==> config.mk <==
export PLATFORM = sky130hd
export DESIGN_NAME = mem2bits4vec
export DESIGN_NICKNAME = d
export VERILOG_FILES = /design/src/rtl/mem2bits4vec.sv
export SDC_FILE = /design/constraint.sdc
export NUM_CORES = 1
export LEC_CHECK = 0
export ABC_AREA = 1
export CORE_MARGIN = 2
export CORE_UTILIZATION = 55
export CTS_BUF_LIST = sky130_fd_sc_hd__clkbuf_8 sky130_fd_sc_hd__clkbuf_16
export CTS_CLUSTER_SIZE = 14
export DETAILED_ROUTE_END_ITERATION = 10
export PLACE_DENSITY = 0.84
export SYNTH_ARGS = -nofsm -noshare
export SYNTH_HDL_FRONTEND = slang
export SYNTH_SLANG_ARGS = --single-unit
==> constraint.sdc <==
create_clock -name clk -period 3.6 [get_ports clk]
set_input_delay 0.54 -clock clk [delete_from_list [all_inputs] [get_ports clk]]
set_output_delay 0.54 -clock clk [all_outputs]
set_load 0.1 [all_outputs]
==> src/rtl/mem2bits4vec.sv <==
// Vector-load gather unit: reads 16 consecutive memory words and packs their low
// bytes into one 128-bit vector value, element 0 in the most significant byte.
module mem2bits4vec #(
    parameter int AW      = 32,
    parameter int STRIDE  = 1,
    parameter int MEM_LAT = 1
) (
    input  logic          clk,
    input  logic          rst,
    input  logic          start,
    input  logic [AW-1:0] base_addr,
    output logic          mem_rd_en,
    output logic [AW-1:0] mem_addr,
    input  logic [31:0]   mem_rd_data,
    output logic          busy,
    output logic          done,
    output logic [127:0]  ResultV
);

    localparam logic [1:0] ST_IDLE  = 2'd0;
    localparam logic [1:0] ST_ISSUE = 2'd1;
    localparam logic [1:0] ST_DRAIN = 2'd2;
    localparam logic [1:0] ST_DONE  = 2'd3;

    localparam logic [AW-1:0] ADDR_STEP = AW'(STRIDE);

    logic [1:0]         state_r;
    logic [AW-1:0]      mem_addr_r;
    logic               rd_en_r;
    logic               busy_r;
    logic               done_r;
    logic [3:0]         issue_cnt_r;
    logic [3:0]         cap_cnt_r;
    logic [MEM_LAT-1:0] vpipe_r;
    logic [127:0]       pack_r;
    logic [127:0]       result_r;
    logic               capture_s;
    logic [127:0]       pack_next_s;

    // Responses arrive strictly in issue order, so shifting each new byte in from
    // the bottom leaves element 0 at [127:120] after sixteen captures.
    assign capture_s   = vpipe_r[MEM_LAT-1];
    assign pack_next_s = {pack_r[119:0], mem_rd_data[7:0]};

    // Issue/capture FSM, valid pipe and registered outputs.
    always_ff @(posedge clk) begin
        if (rst) begin
            state_r     <= ST_IDLE;
            mem_addr_r  <= '0;
            rd_en_r     <= 1'b0;
            busy_r      <= 1'b0;
            done_r      <= 1'b0;
            issue_cnt_r <= 4'd0;
            cap_cnt_r   <= 4'd0;
            vpipe_r     <= '0;
            pack_r      <= 128'd0;
            result_r    <= 128'd0;
        end else begin
            done_r     <= 1'b0;
            vpipe_r[0] <= rd_en_r;
            for (int i = 1; i < MEM_LAT; i++) begin
                vpipe_r[i] <= vpipe_r[i-1];
            end

            if (capture_s) begin
                pack_r    <= pack_next_s;
                cap_cnt_r <= cap_cnt_r + 4'd1;
            end

            case (state_r)
                ST_IDLE: begin
                    if (start) begin
                        mem_addr_r  <= base_addr;
                        rd_en_r     <= 1'b1;
                        busy_r      <= 1'b1;
                        issue_cnt_r <= 4'd0;
                        cap_cnt_r   <= 4'd0;
                        pack_r      <= 128'd0;
                        state_r     <= ST_ISSUE;
                    end
                end
                ST_ISSUE: begin
                    if (issue_cnt_r == 4'd15) begin
                        rd_en_r <= 1'b0;
                        state_r <= ST_DRAIN;
                    end else begin
                        mem_addr_r  <= mem_addr_r + ADDR_STEP;
                        issue_cnt_r <= issue_cnt_r + 4'd1;
                    end
                end
                ST_DRAIN: begin
                    // The last capture publishes the full vector together with done.
                    if (capture_s && (cap_cnt_r == 4'd15)) begin
                        result_r <= pack_next_s;
                        done_r   <= 1'b1;
                        busy_r   <= 1'b0;
                        state_r  <= ST_DONE;
                    end
                end
                ST_DONE: begin
                    state_r <= ST_IDLE;
                end
                default: begin
                    state_r <= ST_IDLE;
                end
            endcase
        end
    end

    assign mem_rd_en = rd_en_r;
    assign mem_addr  = mem_addr_r;
    assign busy      = busy_r;
    assign done      = done_r;
    assign ResultV   = result_r;

endmodule

==> results.cfg <==
[global_route]
grt_start_max_net_pins = 77
grt_pass1_vias = 10200
grt_remaining_overflow = 0
grt_pass1_wl_mm = 49.2
grt_util_all_layers_pct = 26.8
antenna_found_initial = 0

[layout]
area_growth_pct = 27.3
drive_gt1_share_pct = 5.42
fin_cells = 2045
layout.nets = 1820
diodes = 0

[cts]
clk_pin_slew_ns = 0.07
cts.sinks = 294
numCtsBuffers = 30
tritoncts = yes
cts.hold.buffers_added = 0
clock_path_buffers = 3
cts-htree-levels = 1
cts_setup_buffers = 0
clock_latency_ns = 0.55
cts_root_buf = clkbuf_16
ctsResizeCount = 0

[timing]
worst_slew_pin_slew_ns = 1.10
setup_tns_ns = 0
fin_crit_ns = 2.75
drv_slew = 0
slew_headroom_pct = 26.6
max_freq_mhz = 363
timing.final.crit_share_pct = 76.4
worst_slack_ns = 0.849
setup_viol = 0
rsz0062_at_grt = false
fin_skew_ns = 0.0162
hold_viol = 0

[placed_design]
placed_cells = 1990
io_buffers = 205
place_ws_ns = 1.00
place_congestion = 0.906
dpl.hpwl_mm = 19.5

[die]
die_area_um2 = 22200
num_rows = 53
pin_count = 230
core-area_um2 = 20800
die_w_um = 149
start_util_pct = 55.5
die_h_um = 149

[synth]
async_flop_share_pct = 0
synth_seq_area_share_pct = 51.0
synth.avg_cell_area_um2 = 7.23
synth_cell_types = 37
ys_warn_count = 0
synth_area_um2 = 11500
ys.flop_type = dfxtp_1
synth_nets = 1670
synth-edff-count = 0
yosys_register_bits = 294
syn_inst = 1597

[hold_path]
hold_class = reg2reg
min-delay-start = pack_r[117]

[critical_path]
critPathSlowestCell = clkdlybuf4s50_1
cp.arrival_ns = 2.21
critical_path.startpoint = mem_addr[13]
critPathBufInv = 1
end_kind = output pin
critical_path_class = reg2out
startpoint_type = register
r2r_slack_ns = 1.04
path_delay_family = buffers and inverters
slowest_delay_ns = 1.20
reg2reg_from = state_r[1]
crit_chain = clkdlybuf4s50_1
crit_fanout = 5
worstPathRequired_ns = 3.06

[drt]
dr_total_vias = 11000
firstDrtPassIters = 5
drcViolationCount = 0
vias_per_cell = 5.39
ant_nets = 0
wl_mm = 30.7
wire_per_inst_um = 15.0
drt_iter0_markers = 652

[flow_run]
maxCapViolCount = 0

[status]
status = finished clean

[power]
power_leakage_nw = 5.09
power.density_nw_per_um2 = 654
vdd_ir_drop_max_uv = 401
power_mw = 9.61
==> cell type report <==
cell class | count | area, um^2
fillers | 1669 | 6120
flip-flops and latches | 294 | 5890
multi-input cells | 1153 | 5000
repair buffers | 219 | 2190
clock buffers | 38 | 872
well taps | 275 | 344
clock inverters | 17 | 203
inverters | 49 | 190
==> through the flow <==
step | area, um^2 | hold slack, ns | util, %
after CTS | 14700 | 0.460 | 70.6
after global routing | 14700 | 0.479 | 70.6
after global placement | 13600 | 0.437 | 65.4
after detailed placement | 13600 | 0.446 | 65.4
final | 14700 | 0.457 | 70.6
after floorplan | 11500 | 0.434 | -
==> cell families (layout without fill, tap and decap cells) <==
logic type                 Yosys count  count (layout)  synth area share [%]
DFF                                294             294                  51.0
and+or+nand+nor                    816             816                  27.8
buffers and inverters              150             323                  5.74
AOI/OAI and AO/OA                  329             329                  14.7
adders and majority gates            6               6                 0.650
xor gates and xnor gates             2               2                 0.152
==> registers in the layout, summed over array words and instances (netlist names) <==
signal,flops
done,1
capture_s,1
state_r,2
pack_r,120
busy,1
mem_addr,32
cap_cnt_r,4
ResultV,128
issue_cnt_r,4
mem_rd_en,1
==> per-layer routing <==
metal	up-vias	global-route usage (%)	routed length [um]
met5	-	0	0
met4	0	8.90	965
met3	57	5.08	2310
met2	386	46.1	14700
met1	5176	34.0	12800
li1	5406	-	-
==> cell usage after synthesis, types with 7 or more instances <==
cell	count	area, um^2
inv_1	46	173
a21oi_1	157	786
nor2_1	336	1260
nand3_1	31	155
dfxtp_1	294	5890
nand2_2	7	43.8
buf_2	27	135
o21ai_0	153	766
nand2_1	419	1570
buf_1	9	33.8
clkbuf_1	52	195
==> cell usage in the layout, fill, tap and decap left out, types with 2 or more instances in the layout <==
| cell type | synthesis | final |
|---|---|---|
| nand2_1 | 419 | 418 |
| nor2_1 | 336 | 336 |
| dfxtp_1 | 294 | 293 |
| clkdlybuf4s50_1 | 0 | 205 |
| a21oi_1 | 157 | 157 |
| o21ai_0 | 153 | 153 |
| inv_1 | 46 | 50 |
| nand3_1 | 31 | 31 |
| clkbuf_16 | 0 | 31 |
| buf_4 | 5 | 11 |
| nand2_2 | 7 | 7 |
| clkinv_2 | 0 | 7 |
| clkbuf_8 | 0 | 7 |
| nor2_2 | 6 | 6 |
| ha_1 | 6 | 6 |
| a21oi_2 | 5 | 5 |
| bufinv_16 | 0 | 5 |
| o31ai_1 | 4 | 4 |
| nor3_1 | 4 | 4 |
| nor2_4 | 3 | 3 |
| nand4_1 | 3 | 3 |
| o21ai_1 | 3 | 3 |
| buf_12 | 0 | 3 |
| inv_2 | 3 | 2 |
| a211oi_1 | 2 | 2 |
| a31oi_1 | 2 | 2 |
| inv_4 | 0 | 2 |
==> final timing paths <==
kind / endpoint / cells after the start
worst min-delay path: pack_r[117] / 2
worst min register to register: pack_r[117] / 2
worst max register to register: mem_addr[12] / 8
worst max-delay path: mem_addr[13] / 1
==> where the power goes <==
part	leakage, nW	switching, mW	internal (mW)
sequential	2.38	0.279	3.43
clock	0.558	1.24	2.05
combinational	2.16	1.99	0.620
Note: power is estimated with default switching activity, not from simulation.
